**config.mk**
```make
export PLATFORM = sky130hd
export DESIGN_NAME = ttrng_debias_packer
export DESIGN_NICKNAME = d
export VERILOG_FILES = /design/src/rtl/ttrng_pkg.sv /design/src/rtl/ttrng_sync.sv /design/src/rtl/ttrng_debias_packer.sv
export SDC_FILE = /design/constraint.sdc
export NUM_CORES = 1
export LEC_CHECK = 0
export CORE_MARGIN = 1
export CORE_UTILIZATION = 45
export DETAILED_ROUTE_END_ITERATION = 8
export PLACE_DENSITY = 0.75
export SLEW_MARGIN = 15
export SYNTH_ARGS = -nofsm -noshare
export SYNTH_HDL_FRONTEND = slang
export SYNTH_SLANG_ARGS = --single-unit
```
**constraint.sdc**
```tcl
create_clock -name clk -period 3.49 [get_ports clk]
set_input_delay 0.349 -clock clk [delete_from_list [all_inputs] [get_ports clk]]
set_output_delay 0.349 -clock clk [all_outputs]
set_load 0.01 [all_outputs]
```
**src/rtl/ttrng_pkg.sv**
```systemverilog
// Shared types and constants for the TTRNG debias/packer stage.
// Holds the pair-extractor state encoding and the health-counter width helper.
package ttrng_pkg;

    localparam int BYTE_W_DEF      = 8;
    localparam int SYNC_STAGES_DEF = 2;
    localparam int REP_LIMIT_DEF   = 31;

    typedef enum logic [0:0] {
        PAIR_IDLE  = 1'b0,
        PAIR_FIRST = 1'b1
    } pair_state_e;

    // Width needed to hold a repetition count of 0..rep_limit.
    function automatic int run_len_w(input int rep_limit);
        return $clog2(rep_limit + 1);
    endfunction

endpackage

```
**src/rtl/ttrng_sync.sv**
```systemverilog
// Multi-flop synchroniser for the asynchronous raw entropy bit.
// The chain clears to 0 on reset, so the first synchronised samples read as 0.
module ttrng_sync #(
    parameter int SYNC_STAGES = 2
) (
    input  logic clk,
    input  logic rst_n,
    input  logic i_d,
    output logic o_q
);

    logic [SYNC_STAGES-1:0] r_chain;

    // Shift the raw bit through the synchroniser chain.
    always_ff @(posedge clk or negedge rst_n) begin
        if (!rst_n) begin
            r_chain <= {SYNC_STAGES{1'b0}};
        end else begin
            r_chain <= {r_chain[SYNC_STAGES-2:0], i_d};
        end
    end

    assign o_q = r_chain[SYNC_STAGES-1];

endmodule

```
**src/rtl/ttrng_debias_packer.sv**
```systemverilog
// Von Neumann debiaser, byte packer with valid/ack output buffer, and a
// repetition-count health test that blocks output once the raw stream sticks.
module ttrng_debias_packer
    import ttrng_pkg::*;
#(
    parameter int SYNC_STAGES = SYNC_STAGES_DEF,
    parameter int BYTE_W      = BYTE_W_DEF,
    parameter int REP_LIMIT   = REP_LIMIT_DEF
) (
    input  logic              clk,
    input  logic              rst_n,
    input  logic              ena,
    input  logic              raw_bit,
    input  logic              byte_ack,
    input  logic              clear_err,
    output logic [BYTE_W-1:0] data_out,
    output logic              byte_valid,
    output logic              health_fail,
    output logic              overrun
);

    localparam int RUN_W = run_len_w(REP_LIMIT);
    localparam int CNT_W = (BYTE_W > 1) ? $clog2(BYTE_W) : 1;
    localparam logic [RUN_W-1:0] RUN_MAX  = RUN_W'(REP_LIMIT);
    localparam logic [CNT_W-1:0] CNT_LAST = CNT_W'(BYTE_W - 1);

    logic               w_raw_s;
    pair_state_e        r_state,   w_state_nxt;
    logic               r_b0,      w_b0_nxt;
    logic [BYTE_W-2:0]  r_shift,   w_shift_nxt;
    logic [CNT_W-1:0]   r_bit_cnt, w_cnt_nxt;
    logic [BYTE_W-1:0]  r_data,    w_data_nxt;
    logic               r_valid,   w_valid_nxt;
    logic               r_fail,    w_fail_nxt;
    logic               r_overrun, w_ovr_nxt;
    logic [RUN_W-1:0]   r_run_len, w_run_nxt, w_run_step;
    logic               r_last,    w_last_nxt;
    logic               w_trip;
    logic [BYTE_W-1:0]  w_word;

    ttrng_sync #(.SYNC_STAGES(SYNC_STAGES)) u_sync (
        .clk   (clk),
        .rst_n (rst_n),
        .i_d   (raw_bit),
        .o_q   (w_raw_s)
    );

    assign w_word = {r_shift, r_b0};

    // Repetition counter step: a run of 0 means no reference sample yet.
    always_comb begin
        w_run_step = r_run_len;
        w_last_nxt = r_last;
        if (ena) begin
            w_last_nxt = w_raw_s;
            if ((r_run_len == {RUN_W{1'b0}}) || (w_raw_s != r_last)) begin
                w_run_step = RUN_W'(1);
            end else if (r_run_len != RUN_MAX) begin
                w_run_step = r_run_len + RUN_W'(1);
            end else begin
                w_run_step = r_run_len;
            end
        end else begin
            w_run_step = r_run_len;
        end
    end

    assign w_trip = ena && !r_fail && (w_run_step == RUN_MAX);

    // Next-state for the pair FSM, packer, output buffer and sticky flags.
    always_comb begin
        w_state_nxt = r_state;
        w_b0_nxt    = r_b0;
        w_shift_nxt = r_shift;
        w_cnt_nxt   = r_bit_cnt;
        w_data_nxt  = r_data;
        w_valid_nxt = r_valid;
        w_fail_nxt  = r_fail;
        w_ovr_nxt   = r_overrun;
        w_run_nxt   = w_run_step;

        if (clear_err) begin
            // Clear wins over a simultaneous trip; a pending word survives.
            w_fail_nxt  = 1'b0;
            w_ovr_nxt   = 1'b0;
            w_run_nxt   = {RUN_W{1'b0}};
            w_state_nxt = PAIR_IDLE;
            w_cnt_nxt   = {CNT_W{1'b0}};
            w_shift_nxt = {(BYTE_W-1){1'b0}};
            w_valid_nxt = r_valid && !byte_ack;
        end else if (w_trip) begin
            w_fail_nxt  = 1'b1;
            w_valid_nxt = 1'b0;
            w_state_nxt = PAIR_IDLE;
            w_cnt_nxt   = {CNT_W{1'b0}};
            w_shift_nxt = {(BYTE_W-1){1'b0}};
        end else begin
            if (r_valid && byte_ack) begin
                w_valid_nxt = 1'b0;
            end else begin
                w_valid_nxt = r_valid;
            end

            if (!ena || r_fail) begin
                w_state_nxt = PAIR_IDLE;
            end else begin
                case (r_state)
                    PAIR_IDLE: begin
                        w_b0_nxt    = w_raw_s;
                        w_state_nxt = PAIR_FIRST;
                    end
                    PAIR_FIRST: begin
                        w_state_nxt = PAIR_IDLE;
                        if (w_raw_s != r_b0) begin
                            w_shift_nxt = w_word[BYTE_W-2:0];
                            if (r_bit_cnt == CNT_LAST) begin
                                w_cnt_nxt = {CNT_W{1'b0}};
                                if (!r_valid || byte_ack) begin
                                    w_data_nxt  = w_word;
                                    w_valid_nxt = 1'b1;
                                end else begin
                                    w_ovr_nxt = 1'b1;
                                end
                            end else begin
                                w_cnt_nxt = r_bit_cnt + CNT_W'(1);
                            end
                        end else begin
                            w_shift_nxt = r_shift;
                        end
                    end
                    default: begin
                        w_state_nxt = PAIR_IDLE;
                    end
                endcase
            end
        end
    end

    // State registers for all datapath and control.
    always_ff @(posedge clk or negedge rst_n) begin
        if (!rst_n) begin
            r_state   <= PAIR_IDLE;
            r_b0      <= 1'b0;
            r_shift   <= {(BYTE_W-1){1'b0}};
            r_bit_cnt <= {CNT_W{1'b0}};
            r_data    <= {BYTE_W{1'b0}};
            r_valid   <= 1'b0;
            r_fail    <= 1'b0;
            r_overrun <= 1'b0;
            r_run_len <= {RUN_W{1'b0}};
            r_last    <= 1'b0;
        end else begin
            r_state   <= w_state_nxt;
            r_b0      <= w_b0_nxt;
            r_shift   <= w_shift_nxt;
            r_bit_cnt <= w_cnt_nxt;
            r_data    <= w_data_nxt;
            r_valid   <= w_valid_nxt;
            r_fail    <= w_fail_nxt;
            r_overrun <= w_ovr_nxt;
            r_run_len <= w_run_nxt;
            r_last    <= w_last_nxt;
        end
    end

    assign data_out    = r_data;
    assign byte_valid  = r_valid;
    assign health_fail = r_fail;
    assign overrun     = r_overrun;

endmodule

```
==> results.py <==
metrics = {
    "status": {
        "status": "finished, final reports clean",
    },
    "clock_tree": {
        "htreeDepth": 2,
        "post-cts-setup-buffer-count": 0,
        "clock_latency_ns": 0.33,
        "clk_pin_slew_ns": 0.09,
        "cts-root-buf": "clkbuf_4",
        "cts-resized-gates": 0,
        "cts_made_buffers": 5,
        "cts_tree": "yes",
        "cts_sinks": 31,
        "hold_buffers": 0,
        "clk_path_buf_depth": 2,
    },
    "pwr": {
        "p_sw_share_pct": 26.0,
        "combPwrFrac_pct": 9.1,
        "ir_drop_uv": 228,
        "power_frac_seq_pct": 59.6,
        "clkPwrFrac_pct": 31.3,
        "internal_power_uw": 469,
        "cellLeakagePower_nw": 0.786,
        "finalPower_uw": 633,
        "switchingPower_uw": 164,
        "powerDensity_nw_per_um2": 356,
    },
    "worst_setup_path": {
        "crit_required_ns": 3.71,
        "r2r_slack_ns": 1.21,
        "crit_type": "flop to flop",
        "crit_fanout": 8,
        "cp.arrival_ns": 2.50,
        "crit_path_start_kind": "flop",
        "end_kind": "flop",
    },
    "routing": {
        "wire_per_inst_um": 13.3,
        "drcViolationCount": 0,
        "drt_pass1_iterations": 4,
        "antenna_left": 0,
        "drt-initial-drc-count": 45,
        "vias": 1078,
        "routed_wl_um": 2680,
        "routed_via_density": 5.36,
    },
    "timing": {
        "fin_crit_ns": 2.28,
        "setup_viol": 0,
        "hold_viol": 0,
        "drv_slew": 0,
        "slew_headroom_pct": 57.8,
        "setup_tns_ns": 0,
        "fmax_ghz": 0.439,
        "finalClockSkew_ns": 0.00521,
        "fin_crit_sh_pct": 65.3,
        "grt_setup_unrepaired": "no",
        "worstMarginPinSlew_ns": 0.632,
    },
    "floorplan": {
        "std_cell_rows": 20,
        "core_area_um2": 3130,
        "start_util_pct": 48.7,
        "die_area_um2": 3620,
        "die_h_um": 60.2,
        "io_pins": 17,
        "die_width_um": 60.2,
    },
    "grt": {
        "grt_max_degree": 32,
        "grt_pass1_vias": 1048,
        "grt_pass1_wl_um": 4820,
        "grtUsageTotal_pct": 18.5,
        "antenna_found_initial": 0,
        "grt_remaining_overflow": 0,
    },
    "logic_synthesis": {
        "synth-seq-cells": 31,
        "netlist_instances": 136,
        "synth_nets": 146,
        "synth_edf_count": 0,
        "postSynthAreaPerCell_um2": 11.2,
        "yosys.cell_types.count": 37,
        "synth_area_um2": 1520,
        "async_reset_ff_share_pct": 100,
        "synth_area_leaders": "dfrtp_1, mux2_2, mux2i_1, nor2_1, ha_1",
        "post-synth-top-count-cell": "dfrtp_1",
        "synthTopCellsByCount": "dfrtp_1, nor2_1, mux2_2, mux2i_1, nand2_1",
        "netlist.area_leader.share_pct": 50.9,
        "yosysWarnings": 0,
        "synth_largest_area_cell": "dfrtp_1",
        "synth_ff_type": "dfrtp_1",
        "seq_area_frac_synth_pct": 50.9,
    },
    "place": {
        "numPortBuffers": 16,
        "dp_hpwl_um": 1920,
        "gp_congestion": 0.751,
    },
    "final_layout": {
        "seqCellArea_um2": 776,
        "nets": 166,
        "drive_gt1_share_pct": 15.3,
        "fill_cells": 278,
        "multi_input_area_um2": 694,
        "syn_to_final_growth_pct": 16.7,
        "diodes": 0,
    },
    "job": {
        "cap_violations": 0,
    },
    "min_path": {
        "hp-class": "flop to flop",
    },
}
critical path, stage by stage, from the launching register on:
cell and delay [ns]:
dfrtp_1 0.48, inv_1 0.13, ha_1 0.15, inv_1 0.05, o41ai_2 0.41, o31ai_2 0.21, a31oi_4 0.37, mux2_2 0.38
stage by stage:
stage | utilization [%] | hold WS, ns | setup WS [ns] | std cells | instance area, um^2
5_1_grt | 56.8 | 0.365 | 1.06 | 201 | 1780
6_report | 56.8 | 0.356 | 1.21 | 201 | 1780
3_3_place_gp | 55.1 | 0.336 | 0.984 | 193 | 1720
3_5_place_dp | 55.1 | 0.339 | 0.923 | 193 | 1720
2_1_floorplan | - | 0.0534 | 1.49 | 136 | 1520
4_1_cts | 56.8 | 0.361 | 1.19 | 201 | 1780
cells in the final DEF, fill, tap and decap left out, types with 3 or more instances in the layout:
cell | synthesis | routed
mux2i_1 | 9 | 9
mux2_2 | 10 | 10
a21oi_1 | 6 | 6
xnor2_1 | 3 | 3
inv_1 | 6 | 6
nand3_1 | 4 | 4
dfrtp_1 | 31 | 31
ha_1 | 4 | 4
nor2_1 | 18 | 18
nand2b_1 | 3 | 3
clkdlybuf4s50_1 | 0 | 16
nand2_1 | 8 | 8
clkbuf_4 | 0 | 5
logic make-up after synthesis:
logic type / synth area share [%]
and+or+nand+nor: 15.5
DFF: 50.9
AOI/OAI and AO/OA: 11.8
muxes: 13.3
buffers and inverters: 3.45
adders and majority gates: 3.29
xor gates and xnor gates: 1.73
path summary, 6_finish.rpt:
kind	startpoint	end	cells after the start
worst max-delay path	r_run_len[0]	data_out[5]	7
worst min-delay path	u_sync.r_chain[0]	u_sync.r_chain[1]	0
worst max register to register	r_run_len[0]	data_out[5]	7
worst min register to register	u_sync.r_chain[0]	u_sync.r_chain[1]	0
max in group asynchronous	rst_n	r_run_len[3]	2
min in group asynchronous	rst_n	r_shift[6]	2
flip-flops by register name, indices dropped and copies added, names as in the netlist:
name,count
byte_valid,1
data_out,8
health_fail,1
overrun,1
r_b0,1
r_bit_cnt,3
r_last,1
r_run_len,5
r_shift,7
r_state,1
u_sync.r_chain,2
cell type report:
type	instances	share of cell area [%]
Sequential cell	31	43.7
Multi-Input combinational cell	94	39.1
Timing Repair Buffer	18	9.86
Tap cell	44	3.10
Clock buffer	6	2.32
Inverter	6	1.27
Clock inverter	2	0.704
per-layer routing:
layer	global-route usage, %	vias to the layer above	wire length, um
met5	0	-	0
met4	10.6	0	48
met3	4.76	5	124
met2	25.4	28	1170
met1	26.0	519	1340
li1	-	526	-
power groups by stage:
stage               Combinational [mW]  Sequential [mW]  Clock, mW
finish                          0.0577            0.377      0.198
CTS                             0.0582            0.377      0.207
global placement                0.0564            0.383          0
global route                    0.0661            0.379      0.226
floorplan                       0.0382            0.381          0
detailed placement              0.0579            0.384          0
Power figures use the tool's default switching activity.
